**config.mk**
```make
export PLATFORM = sky130hd
export DESIGN_NAME = demux1x4_unstripe
export DESIGN_NICKNAME = d
export VERILOG_FILES = /design/src/rtl/demux1x4_unstripe.sv
export SDC_FILE = /design/constraint.sdc
export NUM_CORES = 1
export LEC_CHECK = 0
export CAP_MARGIN = 10
export CORE_UTILIZATION = 55
export DETAILED_ROUTE_END_ITERATION = 10
export DONT_BUFFER_PORTS = 1
export PLACE_DENSITY = 0.73
export SYNTH_ARGS = -nofsm -noshare
export SYNTH_HDL_FRONTEND = slang
export SYNTH_SLANG_ARGS = --single-unit
```
**constraint.sdc**
```tcl
create_clock -name clk -period 1.6 [get_ports clk]
set_input_delay 0.4 -clock clk [delete_from_list [all_inputs] [get_ports clk]]
set_output_delay 0.4 -clock clk [all_outputs]
set_load 0.02 [all_outputs]
```
**src/rtl/demux1x4_unstripe.sv**
```systemverilog
// demux1x4_unstripe: deal a byte stream round-robin onto 4 lanes, emitting full or flushed partial groups
//   clk, reset       : clock, synchronous active-high reset
//   in, validin      : incoming byte and its valid
//   align            : pulse that drops any partial group and restarts at lane 0
//   out0..out3       : lane data of the last emitted group
//   valid            : per-lane valid of the last emitted group
//   strobe           : one-cycle pulse when out0..3/valid were just updated
module demux1x4_unstripe #(
  parameter int DATA_W     = 8,
  parameter int IDLE_FLUSH = 4
) (
  input  logic              clk,
  input  logic              reset,
  input  logic [DATA_W-1:0] in,
  input  logic              validin,
  input  logic              align,
  output logic [DATA_W-1:0] out0,
  output logic [DATA_W-1:0] out1,
  output logic [DATA_W-1:0] out2,
  output logic [DATA_W-1:0] out3,
  output logic [3:0]        valid,
  output logic              strobe
);
  localparam int ICW = IDLE_FLUSH > 1 ? $clog2(IDLE_FLUSH) : 1;
  localparam logic [ICW-1:0] IC_MAX = ICW'(IDLE_FLUSH > 0 ? IDLE_FLUSH - 1 : 0);
  logic [1:0]        lc_q, lc_d;
  logic [ICW-1:0]    ic_q, ic_d;
  logic [DATA_W-1:0] hold_q [3];
  logic [DATA_W-1:0] hold_d [3];
  logic [DATA_W-1:0] out_q [4];
  logic [DATA_W-1:0] out_d [4];
  logic [3:0]        valid_q, valid_d;
  logic              strobe_q, strobe_d;
  always_comb begin
    lc_d     = lc_q;
    ic_d     = ic_q;
    hold_d   = hold_q;
    out_d    = out_q;
    valid_d  = valid_q;
    strobe_d = 1'b0;
    if (align) begin
      // align wins: partial data is dropped, a same-cycle byte starts the new group
      ic_d = '0;
      lc_d = validin ? 2'd1 : 2'd0;
      if (validin) hold_d[0] = in;
    end else if (validin) begin
      ic_d = '0;
      lc_d = lc_q + 2'd1;
      if (lc_q == 2'd3) begin
        out_d    = '{hold_q[0], hold_q[1], hold_q[2], in};
        valid_d  = 4'b1111;
        strobe_d = 1'b1;
      end else begin
        hold_d[lc_q] = in;
      end
    end else if (lc_q != 2'd0) begin
      if (IDLE_FLUSH > 0 && ic_q == IC_MAX) begin
        // lanes beyond the partial fill are zeroed, not left stale
        for (int i = 0; i < 3; i++) begin
          out_d[i]   = (i < int'(lc_q)) ? hold_q[i] : '0;
          valid_d[i] = i < int'(lc_q);
        end
        out_d[3]   = '0;
        valid_d[3] = 1'b0;
        strobe_d   = 1'b1;
        lc_d       = 2'd0;
        ic_d       = '0;
      end else begin
        ic_d = ic_q + 1'b1;
      end
    end else begin
      ic_d = '0;
    end
  end
  always_ff @(posedge clk) begin
    if (reset) begin
      lc_q     <= '0;
      ic_q     <= '0;
      hold_q   <= '{default: '0};
      out_q    <= '{default: '0};
      valid_q  <= '0;
      strobe_q <= 1'b0;
    end else begin
      lc_q     <= lc_d;
      ic_q     <= ic_d;
      hold_q   <= hold_d;
      out_q    <= out_d;
      valid_q  <= valid_d;
      strobe_q <= strobe_d;
    end
  end
  assign out0   = out_q[0];
  assign out1   = out_q[1];
  assign out2   = out_q[2];
  assign out3   = out_q[3];
  assign valid  = valid_q;
  assign strobe = strobe_q;
endmodule

```
==> flow_summary.ini, run 1 <==
[outcome]
status = completed

[drt]
drt-pass1-iter-count = 4
num_vias = 1575
wl_per_cell_um = 18.19
vias_per_cell = 5.707
wl_um = 5021
drc_errors = 0
first_iter_violations = 53
ant_nets = 0

[clock_network]
cts-root-buf = clkbuf_8
cts-buffers-inserted = 9
cts_tree = yes
htreeDepth = 3
clk_latency_ns = 0.34
cts_hold_buf = 0
path_clk_slew_ns = 0.07
ctsLongestPathBuffers = 2
cts.sinks = 65

[sta]
final-setup-viol-count = 0
finalHoldViolations = 0
worst_clock_skew_ns = 0.004030
tns_ns = 0
period_share_pct = 99.21
max_clock_freq_ghz = 0.6300
slew_violations = 0
rsz0062_at_grt = true
fin_crit_ns = 1.587
tightest_slew_ns = 0.4368
slew_headroom_pct = 70.88

[floorplanning]
core-area_um2 = 4086
die_w_um = 68.13
initial_core_util_pct = 58.85
die-area_um2 = 4641
ioPinCount = 49
std_cell_rows = 23
die_h_um = 68.13

[synthesis]
syn-instance-count = 208
ys.flop_type = dfxtp_1
synth_seq_cells = 65
ys_top_cells_by_count = dfxtp_1, a22o_1, mux2i_1, nand2b_1, nor2_1
synth_top_area_share_pct = 54.11
ys_warn_count = 0
synthArstFlopShare_pct = 0
syn_area_um2 = 2405
yosys.area_share.simple_pct = 14.46
synth_compound_area_share_pct = 14.93
synth.area.mux_share_pct = 9.990
synth_area_leaders = dfxtp_1, a22o_1, mux2i_1
ys_types = 31
synth_edf_count = 0
synth_top_family_by_area = compound AO/OA/AOI/OAI gates
yosysTopAreaCell = dfxtp_1
ys_seq_area_share_pct = 54.11
synthAdderAreaFrac_pct = 3.642
syn_area_per_cell_um2 = 11.56
syn_nets = 227
synth-xor-area-share_pct = 0
yosysMostFrequentCell = dfxtp_1

[setup_path]
critical_path_arrival_ns = 1.87
crit_fanout = 8
path_cells = inv_4 > ha_4 > or4b_4 > a21oi_4 > a22o_1
critPathMaxStageDelay_ns = 0.52
cpMaxStageDelayCell = or4b_4
end_kind = flop
worstSetupPathType = flop to flop
startpoint_type = flop
cp.required_ns = 1.88

[power_and_ir_drop]
ir_drop_mv = 0.6161
power.density_nw_per_um2 = 1120
leakage_nw = 1.112

[finish]
synthToLayoutAreaGrowth_pct = 20.14
antenna_cells = 0
drive_gt1_share_pct = 20.80
final_cells = 276
final_nets = 240
num-fill-cells = 306
utilization_pct = 70.70

[placed_design]
dpl.hpwl_um = 3437
port_buffers = 0
place_congestion = 0.7418
dp.cells = 257

[min_path]
hold_class = input port to flop

[global_routing]
gr-usage-all-layers_pct = 23.50
grt_pass1_wl_um = 7596
grt_max_degree = 37
grt_pass1_vias = 1537
antenna_found_initial = 0
overflow = 0

[flow_run]
cap_violations = 0
## power breakdown
group	internal (mW)	total [mW]	switching, mW
logic	0.0887	0.158	0.0695
clock network	0.805	1.42	0.615
registers	1.64	1.66	0.0152
## cell families after synthesis
| group | after synthesis |
|---|---|
| AND/OR/NAND/NOR | 56 |
| multiplexers | 24 |
| flip-flops | 65 |
| adder cells (fa/ha/maj) | 7 |
| buffers and inverters | 14 |
| AO/OA/AOI/OAI | 42 |
## path summary, 6_finish.rpt
path              startpoint        end  slack (ns)  depth (start not counted)
setup / recovery     lc_q[1]    out0[5]        0.01                          5
hold reg to reg      ic_q[0]    ic_q[0]        0.44                          1
hold / removal         reset  hold_q[3]        0.13                          1
setup reg to reg     lc_q[1]    out0[5]        0.01                          5
## metal layers
metal,up-vias,track usage [%],share of wire [%]
met5,-,0,0
met3,10,7.333,5.6
met4,0,12.50,1.9
met2,38,36.15,48
li1,770,-,-
met1,757,29.16,45
## cell type report
cell class / instances / area (um^2) / area share (%)
Clock buffer: 12 / 155.1 / 5.370
Clock inverter: 4 / 51.30 / 1.776
Inverter: 2 / 10.01 / 0.3465
Multi-Input combinational cell: 129 / 1117 / 38.67
Sequential cell: 65 / 1304 / 45.13
Tap cell: 50 / 62.56 / 2.165
Timing Repair Buffer: 14 / 188.9 / 6.540
## sequential cells by signal, indices dropped and copies added (netlist names), 2 cells and up
register and flops:
valid 4, out0 8, hold_q 24, out3 8
ic_q 2, lc_q 2, out2 8, out1 8
## critical path, delay by kind of cell, from the launching register on
| family | cells | cell delay, ns |
|---|---|---|
| buffers and inverters | 1 | 0.06 |
| AND/OR/NAND/NOR | 1 | 0.52 |
| flip-flops | 1 | 0.36 |
| AO/OA/AOI/OAI | 2 | 0.43 |
| adder cells (fa/ha/maj) | 1 | 0.15 |
## repair_timing
item	CTS	global route
endpoints found under the setup margin	35	28
gates resized for setup	7	9
setup buffers	0	2
pin swaps	4	31
gates cloned	0	1
hold endpoints to repair	0	0
## cell usage in the layout (no fill, tap or decap), types with 2 or more instances in the layout
cell type  synthesis  routed
a21oi_4            1       3
or3_1              2       2
dfxtp_2            0       2
buf_12             0       5
nor2b_1            3       3
a22o_1            32      32
nand2_1            3       2
clkbuf_8           0      11
nand2b_1          18      18
a21o_1             3       3
mux2i_1           24      24
nand4bb_1          2       2
buf_4              2       7
dfxtp_1           65      63
ha_4               0       3
nor2_1            17      17
a21oi_1            3       3
ha_1               7       3
## per-stage QoR
stage / instance area (um^2) / power (mW) / hold slack (ns) / setup WS, ns
2_1_floorplan: 2416 / 1.791 / 0.3984 / 0.02640
3_3_place_gp: 2556 / 1.817 / 0.4074 / 0.002776
3_5_place_dp: 2556 / 1.826 / 0.4233 / -0.05544
4_1_cts: 2780 / 3.231 / 0.1062 / -0.02085
5_1_grt: 2889 / 3.329 / 0.1122 / -0.04179
6_report: 2889 / 3.234 / 0.1347 / 0.01269
Power figures use the tool's default switching activity.
==> inputs of run 2 (changes only) <==
- ABC_CLOCK_PERIOD_IN_PS: default -> 1600
- PLACE_DENSITY: 0.73 -> default
- PLACE_DENSITY_LB_ADDON: default -> 0.3
==> run 2 against run 1 <==
- the flow now finishes with violations (negative setup slack)
- count of clock-buffer cells in the layout unchanged
- total power is 6.1% higher
- worst hold slack got worse by 0.015 ns
- first-iteration DRC count up 51%
- final cell count rose by 6.2%
- sequential share of layout area decreased by 3.4 points
- clock power increased by 11%
- register-to-register slack worse by 0.15 ns
- clock skew grew 0.0029 ns
- sequential power is essentially flat
==> flow_summary.ini, run 2 (same netlist as run 1, synthesis figures left out) <==
[setup_path]
critical_path_arrival_ns = 2.01
cpMaxStageDelayCell = or4b_4
critPathMaxStageDelay_ns = 0.53
end_kind = flop
path_cells = inv_2 > buf_6 > ha_4 > or4b_4 > a21oi_4 > a22o_1
crit_fanout = 8
cp.required_ns = 1.88
startpoint_type = flop
worstSetupPathType = flop to flop

[placed_design]
port_buffers = 0
place_congestion = 0.8091
dp.cells = 258
place_ws_ns = -0.5427
dpl.hpwl_um = 3335

[floorplanning]
core-area_um2 = 4086
ioPinCount = 49
std_cell_rows = 23
die_w_um = 68.13
initial_core_util_pct = 58.85
die-area_um2 = 4641
die_h_um = 68.13

[global_routing]
gr-usage-all-layers_pct = 27.00
antenna_found_initial = 0
overflow = 0
grt_pass1_wl_um = 8487
grt_pass1_vias = 1700
grt_max_degree = 38

[clock_network]
cts.sinks = 65
clk_latency_ns = 0.34
path_clk_slew_ns = 0.07
ctsLongestPathBuffers = 2
htreeDepth = 3
cts-buffers-inserted = 9
cts_hold_buf = 0
cts_tree = yes
cts-root-buf = clkbuf_8

[sta]
rsz0062_at_grt = true
period_share_pct = 108.4
fin_crit_ns = 1.734
tns_ns = -1.130
finalHoldViolations = 0
slew_headroom_pct = 70.66
fin_ws_ns = -0.1337
worst_clock_skew_ns = 0.006933
slew_violations = 0
max_clock_freq_ghz = 0.5768
final-setup-viol-count = 25
tightest_slew_ns = 0.4401

[finish]
synthToLayoutAreaGrowth_pct = 30.07
layout_commonest_cell = dfxtp_1
drive_gt1_share_pct = 27.16
final_nets = 257
antenna_cells = 0
utilization_pct = 76.55
final_cells = 293
layout_common_cells = dfxtp_1, a22o_1, mux2i_1
regMostFlops = hold_q
largest_reg_flops = 24

[drt]
drc_errors = 0
drt-pass1-iter-count = 4
wl_per_cell_um = 20.28
vias_per_cell = 5.904
num_vias = 1730
first_iter_violations = 80
wl_um = 5942
ant_nets = 0

[outcome]
status = complete, but fails checks
failed_checks = negative setup slack

[power_and_ir_drop]
ir_drop_mv = 0.7084
leakage_nw = 1.225
power.density_nw_per_um2 = 1097

[flow_run]
cap_violations = 0

[min_path]
hold_class = input port to flop
[run 2: worst paths after layout]
check | from | end | slack [ns] | cells past startpoint
max | lc_q[1] | out0[7] | -0.13 | 6
min reg2reg | ic_q[0] | ic_q[0] | 0.43 | 1
min | reset | hold_q[2] | 0.12 | 1
max reg2reg | lc_q[1] | out0[7] | -0.13 | 6
[run 2: area by class of cell]
class	count	area (um^2)
Fill cell	257	958.4
Clock buffer	12	155.1
Clock inverter	4	75.07
Inverter	2	7.507
Timing Repair Buffer	30	369.1
Sequential cell	65	1304
Multi-Input combinational cell	130	1155
Tap cell	50	62.56
[run 2: worst max-delay path, delay by kind of cell, from the launching register on]
family                   cells  cell delay [ns]
adder cells (fa/ha/maj)      1             0.15
AND/OR/NAND/NOR              1             0.53
flip-flops                   1             0.34
buffers and inverters        2             0.18
AO/OA/AOI/OAI                2             0.47
[run 2: power by group]
part           total (mW)  switching, mW  internal, mW
clock                1.57          0.604         0.963
combinational       0.210         0.0880         0.122
sequential           1.65         0.0137          1.64
total                3.43          0.706          2.73
[run 2: what timing repair did]
item                       CTS  global route
setup buffers               13             3
pin swaps                   12            37
cloned                       4             0
setup endpoints to repair   43            50
gates resized for setup     15            16
[run 2: metrics by stage]
stage / power, mW / area, um^2 / hold WS [ns]
after floorplan: 1.791 / 2416 / 0.3984
after global placement: 1.803 / 2526 / 0.4080
after detailed placement: 1.809 / 2526 / 0.4238
after CTS: 3.425 / 3020 / 0.1094
after global routing: 3.525 / 3128 / 0.1168
final: 3.431 / 3128 / 0.1199
[run 2: routing by layer]
metal	up-vias	global-route usage (%)	part of all wire (%)
met1	839	32.37	41
met3	10	8.667	7.8
met5	-	0	0
li1	809	-	-
met2	72	42.77	49
met4	0	14.32	1.9
==> inputs of run 3 (changes only) <==
- CORE_ASPECT_RATIO: default -> 0.6
==> run 3 against run 2 <==
- the run still ends with negative setup slack left
- combinational power down 25%
- utilization down 6.3 points
- final area down 6.9%
- register-to-register slack worse by 0.02 ns
- sequential share of layout area up 3.3 points
- first-iteration DRC count up 14%
- count of clock-buffer cells in the layout down 1
- via count down 3.7%
- highest routed layer unchanged
==> flow_summary.ini, run 3 (same netlist as run 1, synthesis figures left out) <==
[sta]
fin_ws_ns = -0.1564
rsz0062_at_grt = true
final-setup-viol-count = 14
tightest_slew_ns = 0.3950
finalHoldViolations = 0
period_share_pct = 109.8
worst_clock_skew_ns = 0.01020
max_clock_freq_ghz = 0.5693
fin_crit_ns = 1.756
slew_violations = 0
slew_headroom_pct = 73.67

[setup_path]
crit_fanout = 8
path_cells = inv_4 > buf_6 > ha_4 > or4b_4 > a21oi_4 > a22o_1
rr_worst_depth = 6
r2r_end = out0[5]
worstSetupPathType = flop to flop
critPathMaxStageDelay_ns = 0.52
startpoint_type = flop
cpMaxStageDelayCell = or4b_4
critical_path_arrival_ns = 2.04
reg2reg_slack_ns = -0.16
regToRegStartpoint = lc_q[0]
cp.required_ns = 1.89
end_kind = flop

[power_and_ir_drop]
power.internal_mw = 2.443
ir_drop_mv = 0.6009
p_seq_share_pct = 52.7
power.density_nw_per_um2 = 1078
leakage_nw = 1.143
power_switching_mw = 0.6966
p_clk_share_pct = 42.2
sw_frac_of_total_pct = 22.18
pwr-share-comb_pct = 5.0

[floorplanning]
core-area_um2 = 4144
die-area_um2 = 4650
die_w_um = 87.37
die_h_um = 53.22
ioPinCount = 49
initial_core_util_pct = 58.03
std_cell_rows = 18

[global_routing]
overflow = 0
antenna_found_initial = 0
grt_pass1_wl_um = 8769
grt_pass1_vias = 1689
gr-usage-all-layers_pct = 27.00
grt_max_degree = 38

[clock_network]
ctsLongestPathBuffers = 2
htreeDepth = 3
cts_hold_buf = 0
cts-buffers-inserted = 9
cts_tree = yes
cts-root-buf = clkbuf_8
path_clk_slew_ns = 0.07
clk_latency_ns = 0.34
cts.sinks = 65

[drt]
first_iter_violations = 91
drc_errors = 0
vias_per_cell = 5.667
ant_nets = 0
num_vias = 1666
wl_um = 5653
drt-pass1-iter-count = 4
wl_per_cell_um = 19.23

[finish]
layout_common_cells = dfxtp_1, a22o_1, mux2i_1
num-fill-cells = 296
largest_reg_flops = 24
drive_gt1_share_pct = 23.08
utilization_pct = 70.26
final_nets = 248
antenna_cells = 0
synthToLayoutAreaGrowth_pct = 21.07
layout_commonest_cell = dfxtp_1
regMostFlops = hold_q
final_cells = 294

[placed_design]
port_buffers = 0
dpl.hpwl_um = 3531
dp.cells = 269
place_congestion = 0.9362

[outcome]
status = complete, but fails checks
failed_checks = negative setup slack

[min_path]
min_to = lc_q[0]
holdPathStages = 1
hold_class = input port to flop
hp-start = reset

[flow_run]
cap_violations = 0
[run 3: worst max-delay path, delay by kind of cell (launching register included)]
kind                       cells  cell delay, ns
AOI/OAI and AO/OA              2            0.47
buffers and inverters          2            0.17
and+or+nand+nor                1            0.52
DFF                            1            0.39
adders and majority gates      1            0.15
[run 3: per-layer routing]
layer	vias up	global-route usage [%]	share of wire, %	wire length [um]
met2	61	39.32	44	2476
li1	785	-	-	-
met1	808	34.56	46	2617
met4	0	13.39	1.8	102
met3	12	11.08	8.1	456
met5	-	0	0	0
[run 3: how the worst max path moves through the flow]
stage / endpoint / startpoint / slack (ns)
after floorplan: out0[0] / lc_q[0] / 0.03
after global placement: out1[1] / ic_q[0] / -0.36
after detailed placement: out3[2] / ic_q[0] / -0.47
after CTS: out0[6] / lc_q[1] / -0.18
after global routing: out0[6] / lc_q[0] / -0.21
final: out0[5] / lc_q[0] / -0.16
[run 3: power groups by stage]
stage | clock network (mW) | registers (mW) | logic [mW]
floorplan | 0 | 1.69 | 0.102
global placement | 0 | 1.69 | 0.109
global route | 1.41 | 1.66 | 0.167
CTS | 1.35 | 1.66 | 0.143
detailed placement | 0 | 1.69 | 0.115
finish | 1.33 | 1.66 | 0.158
[run 3: stage by stage]
step	TNS (ns)	total power, mW	hold WS, ns	instance area [um^2]	setup WS, ns
CTS	-1.373	3.148	0.09591	2877	-0.1756
detailed placement	-15.95	1.808	0.4218	2546	-0.4698
floorplan	0	1.791	0.3984	2416	0.02640
finish	-1.274	3.140	0.1118	2912	-0.1564
global placement	-12.65	1.801	0.4135	2546	-0.3629
global route	-2.478	3.238	0.1016	2912	-0.2094
[run 3: final cells by class]
class,instances,area (um^2),area share (%)
sequential,65,1309,44.95
multi-input combinational,130,1120,38.46
timing repair buffer,21,207.7,7.134
clock buffer,11,131.4,4.512
tap,60,75.07,2.578
clock inverter,5,56.30,1.934
inverter,2,12.51,0.4297
[run 3: repair_timing]
action,CTS,global route
cloned,1,0
buffers inserted,8,1
endpoints found under the setup margin,51,51
resized for setup,19,9
endpoints found under the hold margin,0,0
pin swaps,14,13
